## src/rtl/dac_channel_ctrl.sv

```systemverilog
// DAC channel controller: per-channel saturating step registers, SPI DAC
// handshake FSM with timeout, one-deep pending request slot and LED debug view.
module dac_channel_ctrl #(
    parameter int unsigned DW      = 12,
    parameter int unsigned NCH     = 4,
    parameter int unsigned STEP    = 32,
    parameter int unsigned TIMEOUT = 1024
) (
    input  logic          CLK50MHZ,
    input  logic          RST,
    input  logic          less,
    input  logic          more,
    input  logic [3:0]    ch_sel,
    input  logic          all,
    input  logic [3:0]    SW,
    input  logic          dacdone,
    input  logic [31:0]   dac_datareceived,
    output logic [DW-1:0] data,
    output logic [3:0]    address,
    output logic [3:0]    command,
    output logic          dactrig,
    output logic          busy,
    output logic          err,
    output logic [7:0]    LED
);

    localparam int unsigned   CW               = $clog2(TIMEOUT + 1);
    localparam logic [DW-1:0] MAXV             = {DW{1'b1}};
    localparam logic [DW-1:0] STEPV            = DW'(STEP);
    localparam logic [3:0]    CMD_WRITE_UPDATE = 4'b0011;
    localparam logic [3:0]    ADDR_BCAST       = 4'b1111;

    typedef enum logic [1:0] {IDLE, LOAD, TRIG, WAIT} state_t;

    state_t        state;
    state_t        state_n;

    logic [DW-1:0] val_q [NCH];
    logic [DW-1:0] val_n [NCH];
    logic [31:0]   readback;
    logic          pend_v;
    logic          pend_up;
    logic          pend_all;
    logic [3:0]    pend_ch;
    logic [CW-1:0] wait_cnt;

    logic          req_v;
    logic          req_up;
    logic          req_all;
    logic          req_ok;
    logic [3:0]    req_ch;
    logic          start;
    logic          set_err;
    logic          capture;
    logic          pend_set;
    logic          pend_clr;
    logic [DW-1:0] tgt_val;
    logic [DW-1:0] load_val;
    logic [DW-1:0] sel_val;
    logic [7:0]    led_n;

    // Saturating step: clamps at 0 going down and at all-ones going up.
    function automatic logic [DW-1:0] step_code(input logic [DW-1:0] v, input logic up);
        if (up) begin
            return (v > (MAXV - STEPV)) ? MAXV : (v + STEPV);
        end
        return (v < STEPV) ? {DW{1'b0}} : (v - STEPV);
    endfunction

    // Request source: a parked request takes priority over the live inputs.
    always_comb begin
        req_v   = pend_v | (less ^ more);
        req_up  = pend_v ? pend_up  : more;
        req_all = pend_v ? pend_all : all;
        req_ch  = pend_v ? pend_ch  : ch_sel;
        req_ok  = req_all | ({1'b0, req_ch} < 5'(NCH));
    end

    // Next-state and transaction control.
    always_comb begin
        state_n = state;
        start   = 1'b0;
        set_err = 1'b0;
        capture = 1'b0;
        case (state)
            IDLE: begin
                if (req_v) begin
                    if (req_ok) begin
                        start   = 1'b1;
                        state_n = LOAD;
                    end else begin
                        set_err = 1'b1;
                    end
                end
            end
            LOAD: state_n = TRIG;
            TRIG: state_n = WAIT;
            WAIT: begin
                if (dacdone) begin
                    capture = 1'b1;
                    state_n = IDLE;
                end else if (wait_cnt == CW'(TIMEOUT - 1)) begin
                    set_err = 1'b1;
                    state_n = IDLE;
                end
            end
            default: state_n = IDLE;
        endcase
    end

    // Pending slot control: park one request while busy, release it in IDLE.
    always_comb begin
        pend_set = (state != IDLE) & ~pend_v & (less ^ more);
        pend_clr = (state == IDLE) & pend_v;
    end

    // Channel next values, code for the SPI driver, and LED channel view.
    always_comb begin
        tgt_val = '0;
        sel_val = '0;
        for (int i = 0; i < NCH; i++) begin
            val_n[i] = val_q[i];
            if (start && (req_all || (4'(i) == req_ch))) begin
                val_n[i] = step_code(val_q[i], req_up);
            end
            if (4'(i) == req_ch) begin
                tgt_val = val_n[i];
            end
            if (4'(i) == ch_sel) begin
                sel_val = val_q[i];
            end
        end
        load_val = req_all ? val_n[0] : tgt_val;
    end

    // Debug display mux.
    always_comb begin
        led_n = {err, pend_v, busy, 1'b0, ch_sel};
        case (SW)
            4'd0: led_n = sel_val[DW-1 -: 8];
            4'd8: led_n = readback[31:24];
            4'd4: led_n = readback[23:16];
            4'd2: led_n = readback[15:8];
            4'd1: led_n = readback[7:0];
            default: led_n = {err, pend_v, busy, 1'b0, ch_sel};
        endcase
    end

    // State register.
    always_ff @(posedge CLK50MHZ or negedge RST) begin
        if (!RST) begin
            state <= IDLE;
        end else begin
            state <= state_n;
        end
    end

    // Channel value registers.
    always_ff @(posedge CLK50MHZ or negedge RST) begin
        if (!RST) begin
            for (int i = 0; i < NCH; i++) begin
                val_q[i] <= '0;
            end
        end else begin
            for (int i = 0; i < NCH; i++) begin
                val_q[i] <= val_n[i];
            end
        end
    end

    // SPI driver interface and status outputs.
    always_ff @(posedge CLK50MHZ or negedge RST) begin
        if (!RST) begin
            data    <= '0;
            address <= ADDR_BCAST;
            command <= CMD_WRITE_UPDATE;
            dactrig <= 1'b0;
            busy    <= 1'b0;
            err     <= 1'b0;
        end else begin
            dactrig <= (state_n == TRIG);
            busy    <= (state_n != IDLE);
            err     <= err | set_err;
            if (start) begin
                data    <= load_val;
                address <= req_all ? ADDR_BCAST : req_ch;
                command <= CMD_WRITE_UPDATE;
            end
        end
    end

    // Pending request slot.
    always_ff @(posedge CLK50MHZ or negedge RST) begin
        if (!RST) begin
            pend_v   <= 1'b0;
            pend_up  <= 1'b0;
            pend_all <= 1'b0;
            pend_ch  <= '0;
        end else if (pend_set) begin
            pend_v   <= 1'b1;
            pend_up  <= more;
            pend_all <= all;
            pend_ch  <= ch_sel;
        end else if (pend_clr) begin
            pend_v   <= 1'b0;
        end
    end

    // WAIT-state cycle counter for the dacdone timeout.
    always_ff @(posedge CLK50MHZ or negedge RST) begin
        if (!RST) begin
            wait_cnt <= '0;
        end else begin
            wait_cnt <= (state == WAIT) ? (wait_cnt + CW'(1)) : '0;
        end
    end

    // Readback capture and LED register.
    always_ff @(posedge CLK50MHZ or negedge RST) begin
        if (!RST) begin
            readback <= '0;
            LED      <= '0;
        end else begin
            if (capture) begin
                readback <= dac_datareceived;
            end
            LED <= led_n;
        end
    end

endmodule

```

## config.mk

```make
export PLATFORM = sky130hd
export DESIGN_NAME = dac_channel_ctrl
export DESIGN_NICKNAME = d
export VERILOG_FILES = /design/src/rtl/dac_channel_ctrl.sv
export SDC_FILE = /design/constraint.sdc
export NUM_CORES = 1
export LEC_CHECK = 0
export ABC_AREA = 1
export CORE_MARGIN = 1
export CORE_UTILIZATION = 43
export DETAILED_ROUTE_END_ITERATION = 7
export PLACE_DENSITY = 0.63
export SLEW_MARGIN = 20
export SYNTH_ARGS = -nofsm -noshare
export SYNTH_HDL_FRONTEND = slang
export SYNTH_SLANG_ARGS = --single-unit
export TNS_END_PERCENT = 1
```

## constraint.sdc

```tcl
create_clock -name CLK50MHZ -period 4.1 [get_ports CLK50MHZ]
set_clock_uncertainty 0.1 [all_clocks]
set_input_delay 0.41 -clock CLK50MHZ [delete_from_list [all_inputs] [get_ports CLK50MHZ]]
set_output_delay 0.41 -clock CLK50MHZ [all_outputs]
set_load 0.05 [all_outputs]
```

**Word-level counts from Yosys, hierarchy flattened**

Index checks and enable logic that the tools add are counted.

- $add $sub $neg: 9
- $lt $le $gt $ge: 9
- Eq/ne operators: 15
- Muxes and demuxes: 57
- Bitwise gates (word level): 8
- Reduce and logical (&&, ||, !) cells: 15

Operators by type and width:

| cell | count |
|---|---|
| $mux W12 | 29 |
| $add A12 B6 Y12 const B | 4 |
| $gt A12 B12 Y1 const B | 4 |
| $lt A12 B6 Y1 const B | 4 |
| $sub A12 B6 Y12 const B | 4 |
| $pmux W8 S5 | 1 |
| $mux W1 | 18 |
| $eq A2 B4 Y1 const A | 4 |
| $logic_not A4 Y1 | 3 |
| $add A11 B1 Y11 const B | 1 |
| $eq A11 B10 Y1 const B | 1 |
| $mux W11 | 1 |
| $eq A1 B4 Y1 const A | 2 |
| $mux W2 | 4 |
| $mux W4 | 2 |
| $pmux W2 S4 | 1 |
| $eq A2 B2 Y1 const B | 3 |
| $reduce_bool A2 Y1 | 3 |
| $eq A4 B1 Y1 const B | 1 |
| $eq A4 B2 Y1 const B | 1 |
| $eq A4 B3 Y1 const B | 1 |
| $eq A4 B4 Y1 const B | 1 |
| $logic_and A1 B1 Y1 | 4 |
| $logic_or A1 B1 Y1 | 4 |
| other kinds (8) | 12 |

- Register bits: 127
- Bits of input ports: 46
- Output and inout port bits: 31
- Word-level logic and storage cells: 130

**Logic depth before layout (Yosys ltp)**

Gate-level depths: netlist of run 1.

- Depth after elaboration: 15
- Depth in mapped cells: 15

**Least setup slack after synthesis of run 1**

No wires, ideal clock.

- Path kind: reg-to-reg
- Start point: reg state[0]
- End point: reg data[8]
- Setup time: 0.120 ns
- Arrival time: 1.729 ns
- Slack: 2.151 ns
- Cell stages (with the launch flop): 13
- Buffers on the path: 1
- Cells stage by stage: dfrtp_1 -> inv_1 -> ha_1 -> nand2_2 -> inv_1 -> nand2_4 -> nor2_8 -> buf_12 -> nand3_1 -> nand3_1 -> nand2_1 -> o21ai_1 -> nand2_1

- Word-level cells in the longest chain between the ends: 9
- Elaborated cells between the ends (all ways): 15
- Classes of those cells: mux (10); reduce/logical (5)

RTL lines:

| what | RTL line | text |
|---|---|---|
| start, declared | 35 | `state_t state;` |
| start signal, assigned | 154 | `state <= state_n;` |
| $logic_not A2 Y1 (*) | 85 | `case (state)` |
| $mux W1 (*) | 85 |  |
| $logic_and A1 B1 Y1 | 123 | `if (start && (req_all \|\| (4'(i) == req_ch))) begin` |
| $mux W12 | 123 |  |
| $mux W12 (4 in a row) | 126 | `if (4'(i) == req_ch) begin` |
| $mux W12 | 133 | `load_val = req_all ? val_n[0] : tgt_val;` |
| end signal, assigned | 185 | `data <= load_val;` |
| end, declared | 18 | `output logic [DW-1:0] data,` |

Every way passes the cells marked *; elsewhere a longest branch is shown, timed or not.
A chain may end at the register's enable or synchronous reset.

**Worst setup path after layout of run 1**

- Start point: reg pend_v
- End point: reg data[6]

- Word-level cells in the longest chain between the ends: 13
- Elaborated cells between the ends (all ways): 39
- Classes of those cells: order compare (1); eq/ne (3); mux (24); bitwise (2); reduce/logical (9)

RTL lines:

| what | RTL line | text |
|---|---|---|
| start, declared | 41 | `logic pend_v;` |
| start signal, assigned | 195 | `pend_v <= 1'b0;` |
| start signal, assigned | 200 | `pend_v <= 1'b1;` |
| start signal, assigned | 205 | `pend_v <= 1'b0;` |
| $mux W4 | 75 | `req_ch = pend_v ? pend_ch : ch_sel;` |
| $lt A4 B3 Y1 | 76 | `req_ok = req_all \| ({1'b0, req_ch} < 5'(NCH));` |
| $or A1 B1 Y1 | 76 |  |
| $mux W1 | 88 | `if (req_ok) begin` |
| $mux W1 | 87 | `if (req_v) begin` |
| $mux W1 | 85 |  |
| $logic_and A1 B1 Y1 | 123 |  |
| $mux W12 | 123 |  |
| $mux W12 (4 in a row) | 126 |  |
| $mux W12 | 133 |  |

Parallel ways exist; a longest one is shown, timed or not. The select of a mux whose other input is x is not followed.

==> reports/qor.csv, run 1 <==
stage;metric;value;unit
die;dieArea;19700;um2
route;drt_iter0_drc;681;
synthesis;ys_seq_area_frac;0.386;
critical_path;arrival;3.14;ns
timing;setup_tns;0;ns
status;status;complete, no violations;
power_and_ir_drop;leakage;4.73;nW
synthesis;syn_inst;1150;
synthesis;netlist.area_leader.share;0.373;
timing;fin_ws;1.18;ns
clock_network;cts_root_buffer;clkbuf_16;
critical_path;start_kind;flop;
route;first_pass_iters;5;
final_layout;syn_to_final_growth;17.1;%
synthesis;synth.avg_cell_area;7.17;um2
final_layout;nets;1263;
clock_network;clk_pin_slew;0.07;ns
timing;post-route-min-period;2.92;ns
die;ios;77;
final_layout;multi_input_area;4400;um2
route;vias_per_cell;5.31;
clock_network;htreeDepth;4;
synthesis;synth_edf_count;0;
timing;clock.fmax;343;MHz
timing;setup_viol;0;
power_and_ir_drop;ir_drop;0.388;mV
synthesis;synth_area_leaders;dfrtp_1 (37%), nand2_1 (18%), nand3_1 (7.0%);
synthesis;synth-seq-cells;127;
final_layout;utilization;0.515;
synthesis;netlist_top_cells_count;nand2_1 (394), dfrtp_1 (123), nand3_1 (115), inv_1 (106), nor2_1 (85);
critical_path;critPathRequiredTime;4.32;ns
timing;slew_viol_final;0;
clock_network;numCtsBuffers;17;
synthesis;synthesis.area;8250;um2
power_and_ir_drop;power.density;767;nW/um2
clock_network;cts_tree;done;
place;io_buffers;72;
critical_path;endpoint_kind;flop;
synthesis;synth.most_common_cell;nand2_1;
place;place.gp.congestion;0.930;
synthesis;yosysUniqueCellTypes;46;
die;rows;50;
timing;period_share;0.711;
route;finalWirelength;23.5;mm
clock_network;clk-insertion-delay-late;0.44;ns
route;route.detailed.wl_per_inst;16.2;um
clock_network;cts_buffer_depth;2;
synthesis;synth-main-ff-cell;dfrtp_1;
grt;grt_first_pass_wirelength;38.2;mm
route;ant_nets;0;
timing;finalHoldViolations;0;
clock_network;cts_resized;0;
timing;whs;0.366;ns
critical_path;setup.worst_path.class;flop to flop;
route;routed-via-count;7717;
final_layout;nFillCells;1879;
timing;tightest_slew;1.01;ns
final_layout;drive_gt1_frac;0.0993;
hold_path;hp-class;flop to flop;
route;drc_errors;0;
final_layout;final-seq-area;3180;um2
die;placeableCoreArea;18800;um2
place;place_ws;0.961;ns
die;die_y;141;um
place;dp_hpwl;17.2;mm
clock_network;postCtsSetupBuffers;0;
timing;rsz0062_at_grt;no;
grt;grt_usage;0.251;
flow_run;drv_cap;0;
die;initial_utilization;0.440;
grt;grt_overflow;0;
grt;antenna_found_initial;0;
die;die_w;141;um
grt;grt_max_degree;71;
final_layout;diodes;0;
timing;relSlewSlack;0.320;
clock_network;cts.sink_count;127;
synthesis;post-synth-top-area-cell;dfrtp_1;
synthesis;synth_warnings;0;
synthesis;async_flop_share;1.00;
critical_path;path_max_fanout;14;
grt;grt_pass1_vias;7170;
-- worst max-delay path: stages (launching register included) --
cell	delay, ns
dfrtp_1	0.53
inv_2	0.24
nand2_1	0.07
nand2_1	0.11
nand2_1	0.08
nor2_2	0.52
nor2_1	0.11
nor2_2	0.45
nand2_1	0.13
nand3_1	0.15
nand3_1	0.11
o21ai_1	0.13
nand2_1	0.06
-- power breakdown --
group          total, mW  switching, mW  internal [mW]
logic               3.66           2.41           1.25
registers           2.23          0.487           1.74
clock network       1.52          0.654          0.871
-- kinds of logic after synthesis --
group,share of synthesized area
muxes,0.0437
other,0.000910
AOI/OAI and AO/OA,0.111
buffers and inverters,0.0830
xor gates and xnor gates,0.0127
DFF,0.386
and+or+nand+nor,0.344
adders and majority gates,0.0182
-- cell usage in the layout, fill, tap and decap left out, types with 3 or more instances in the layout --
cell and instances:
nand4_1 8, a22o_1 7, and2_1 15, nand2_1 394
o21ai_2 7, o221ai_1 9, nand2_4 4, nand3_1 115
buf_4 6, o21bai_1 10, conb_1 4, a32o_1 8
nor2_1 85, clkdlybuf4s50_1 71, nor2_2 6, xor2_1 5
a21oi_1 25, o21ai_1 9, dfstp_2 4, clkbuf_16 17
inv_2 3, xnor2_1 7, ha_1 12, dfrtp_1 123
mux2_2 32, o21ai_0 62, nand3_2 3, inv_1 106
inv_6 9, nor3_1 8, nand2_2 15
-- layout make-up --
cell class / count / share of cell area
multi-input combinational: 867 / 0.455
inverter: 113 / 0.0444
timing repair buffer: 79 / 0.0805
clock inverter: 14 / 0.0146
tap: 234 / 0.0303
sequential: 127 / 0.330
clock buffer: 18 / 0.0455
-- flip-flops by register name, indices dropped and copies added, names as in the netlist --
| name | count |
|---|---|
| err | 1 |
| readback | 32 |
| busy | 1 |
| wait_cnt | 11 |
| LED | 8 |
| val_q | 48 |
| state | 2 |
| data | 12 |
| pend_v | 1 |
| pend_ch | 4 |
| dactrig | 1 |
| address | 4 |
| pend_up | 1 |
| pend_all | 1 |
-- worst paths after layout --
path	to	slack, ns	start	cells past startpoint
min in group asynchronous	val_q[10]	0.48	RST	2
worst min register to register	address[3]	0.37	address[3]	2
worst max-delay path	data[6]	1.18	pend_v	12
worst min-delay path	address[3]	0.37	address[3]	2
max in group asynchronous	address[1]	2.51	RST	3
worst max register to register	data[6]	1.18	pend_v	12
-- per-stage QoR --
stage / power, mW / instances / cell area [um2]
global route: 7.99 / 1452 / 9660
finish: 7.41 / 1452 / 9660
detailed placement: 5.87 / 1419 / 9060
CTS: 7.41 / 1452 / 9650
floorplan: 4.92 / 1152 / 8260
global placement: 5.85 / 1419 / 9060
-- what timing repair did --
item                                   CTS  global route
setup endpoints to repair                0             0
endpoints found under the hold margin   65             0
hold buffers                             1             0
-- routing by layer --
layer / share of wire / up-vias / wire length, um / track usage
met3: 0.068 / 44 / 1590 / 0.0588
li1: - / 3831 / - / -
met1: 0.46 / 3579 / 10800 / 0.348
met4: 0.034 / 0 / 806 / 0.104
met2: 0.44 / 263 / 10300 / 0.375
met5: 0 / - / 0 / 0
No activity file was read; power rests on OpenSTA's default activity.
==> inputs of run 2 (changes only) <==
Clock period 4.1 ns to 2.9 ns, I/O delays scaled along.
==> run 2 against run 1 <==
Net effect: sequential share of layout area is 0.52 points lower; largest cell class unchanged; highest routed layer unchanged; count of clock-buffer cells in the layout shrank 1; critical endpoint is now data[1]; worst setup slack worse by 0.67 ns.
==> reports/qor.csv, run 2 (synthesis gave the netlist of run 1 again) <==
stage;metric;value;unit;change
status;status;complete, no violations;;unchanged
die;die_w;141;um;unchanged
timing;post-route-min-period;2.39;ns;was 2.92 ns
final_layout;syn_to_final_growth;18.9;%;was 17.1%
critical_path;critPathSlowestCell;dfrtp_1;;unchanged
clock_network;postCtsSetupBuffers;0;;unchanged
critical_path;setup.worst_path.class;flop to flop;;unchanged
flow_run;drv_cap;0;;unchanged
die;rows;50;;unchanged
timing;clock.fmax;419;MHz;was 343 MHz
grt;antenna_found_initial;0;;unchanged
route;drc_errors;0;;unchanged
clock_network;htreeDepth;4;;unchanged
route;drt_iter0_drc;712;;was 681
place;place.gp.congestion;0.927;;was 0.930
final_layout;nFillCells;1877;;was 1879
final_layout;nets;1282;;was 1263
timing;rsz0062_at_grt;no;;unchanged
final_layout;drive_gt1_frac;0.112;;was 0.0993
timing;relSlewSlack;0.552;;was 0.320
die;placeableCoreArea;18800;um2;unchanged
clock_network;clk-insertion-delay-late;0.43;ns;was 0.44 ns
grt;grt_overflow;0;;unchanged
grt;grt_max_degree;55;;was 71
power_and_ir_drop;ir_drop;0.543;mV;was 0.388 mV
timing;period_share;0.824;;was 0.711
critical_path;crit_path_start;state[0];;was pend_v
final_layout;largest_reg_flops;48;;unchanged
place;dp_hpwl;17.7;mm;was 17.2 mm
timing;slew_viol_final;0;;unchanged
timing;tightest_slew;0.670;ns;was 1.01 ns
route;routed-via-count;7794;;was 7717
critical_path;path_common_cell;nand2_1;;unchanged
die;dieArea;19700;um2;unchanged
final_layout;diodes;0;;unchanged
final_layout;reg.largest.list;val_q (48), readback (32), data (12);;unchanged
critical_path;timing.rr.start;state[0];;was pend_v
critical_path;critPathRequiredTime;3.17;ns;was 4.32 ns
final_layout;layout_commonest_cell;nand2_1;;unchanged
final_layout;top_register;val_q;;unchanged
grt;grt_usage;0.260;;was 0.251
clock_network;cts_tree;done;;unchanged
critical_path;reg2regPathDepth;13;;was 12
clock_network;cts.sink_count;127;;unchanged
die;die_y;141;um;unchanged
route;vias_per_cell;5.30;;was 5.31
timing;setup_tns;0;ns;unchanged
critical_path;slowest_delay;0.42;ns;was 0.53 ns
timing;finalHoldViolations;0;;unchanged
critical_path;endpoint_kind;flop;;unchanged
grt;grt_pass1_vias;7463;;was 7170
clock_network;ctsHoldBuffers;1;;unchanged
timing;whs;0.281;ns;was 0.366 ns
critical_path;path_max_fanout;13;;was 14
critical_path;path_cells;inv_1 -> ha_1 -> nand2_2 -> inv_1 -> nand2_4 -> nor2_2 -> buf_4 -> nand2_1 -> nand2_1 -> nand2_1 -> nand3_1 -> o21bai_1 -> nand2_1;;was inv_2 -> nand2_1 -> nand2_1 -> nand2_1 -> nor2_2 -> nor2_1 -> nor2_2 -> nand2_1 -> nand3_1 -> nand3_1 -> o21ai_1 -> nand2_1
critical_path;start_kind;flop;;unchanged
clock_network;numCtsBuffers;17;;unchanged
route;route.detailed.wl_per_inst;16.4;um;was 16.2 um
clock_network;cts_resized;0;;unchanged
route;first_pass_iters;5;;unchanged
die;initial_utilization;0.440;;unchanged
clock_network;cts_buffer_depth;2;;unchanged
clock_network;clk_pin_slew;0.07;ns;about the same
grt;grt_first_pass_wirelength;39.5;mm;was 38.2 mm
power_and_ir_drop;power.density;1090;nW/um2;was 767 nW/um2
die;ios;77;;unchanged
place;io_buffers;72;;unchanged
clock_network;cts_root_buffer;clkbuf_16;;unchanged
timing;setup_viol;0;;unchanged
critical_path;arrival;2.66;ns;was 3.14 ns
hold_path;hp-class;primary input to async pin;;was flop to flop
route;finalWirelength;24.1;mm;was 23.5 mm
final_layout;final_cell_mix;nand2_1 (394), dfrtp_1 (123), nand3_1 (115);;unchanged
power_and_ir_drop;leakage;4.82;nW;was 4.73 nW
route;ant_nets;0;;unchanged
-- run 2: cell type report --
| cell class | instances | area, um2 | area share |
|---|---|---|---|
| Multi-Input combinational cell | 867 | 4390 | 0.447 |
| Inverter | 113 | 429 | 0.0437 |
| Clock buffer | 17 | 425 | 0.0434 |
| Clock inverter | 15 | 148 | 0.0150 |
| Sequential cell | 127 | 3180 | 0.324 |
| Timing Repair Buffer | 98 | 945 | 0.0963 |
| Tap cell | 234 | 293 | 0.0298 |
-- run 2: report_power, final --
group / switching (mW) / internal (mW) / total (mW)
Sequential: 0.667 / 2.46 / 3.12
Combinational: 3.54 / 1.91 / 5.45
Clock: 0.922 / 1.20 / 2.13
-- run 2: worst paths after layout --
check	slack (ns)	endpoint
worst max-delay path	0.51	data[1]
worst min-delay path	0.28	val_q[9]
worst max register to register	0.51	data[1]
worst min register to register	0.36	wait_cnt[0]
max in group asynchronous	1.59	address[3]
min in group CLK50MHZ	0.36	wait_cnt[0]
-- run 2: layer usage --
layer	wire (um)	up-vias	GRT usage
li1	-	3862	-
met1	10900	3640	0.357
met2	11100	255	0.410
met3	1590	37	0.0465
met4	540	0	0.0961
met5	0	-	0
-- run 2: stage by stage --
step	util	total power [mW]	instance area (um2)	setup slack, ns	std cells
finish	0.523	10.7	9810	0.511	1471
global route	0.523	11.5	9810	0.275	1471
CTS	0.523	10.7	9810	0.508	1471
detailed placement	0.492	8.54	9230	0.252	1438
global placement	0.492	8.48	9230	0.275	1438
floorplan	-	6.95	8260	0.951	1152
-- run 2: critical path: cells and delay by family, from the launching register on --
family,cells,cell delay [ns]
adders and majority gates,1,0.24
AOI/OAI and AO/OA,1,0.06
DFF,1,0.42
and+or+nand+nor,8,1.02
buffers and inverters,3,0.47
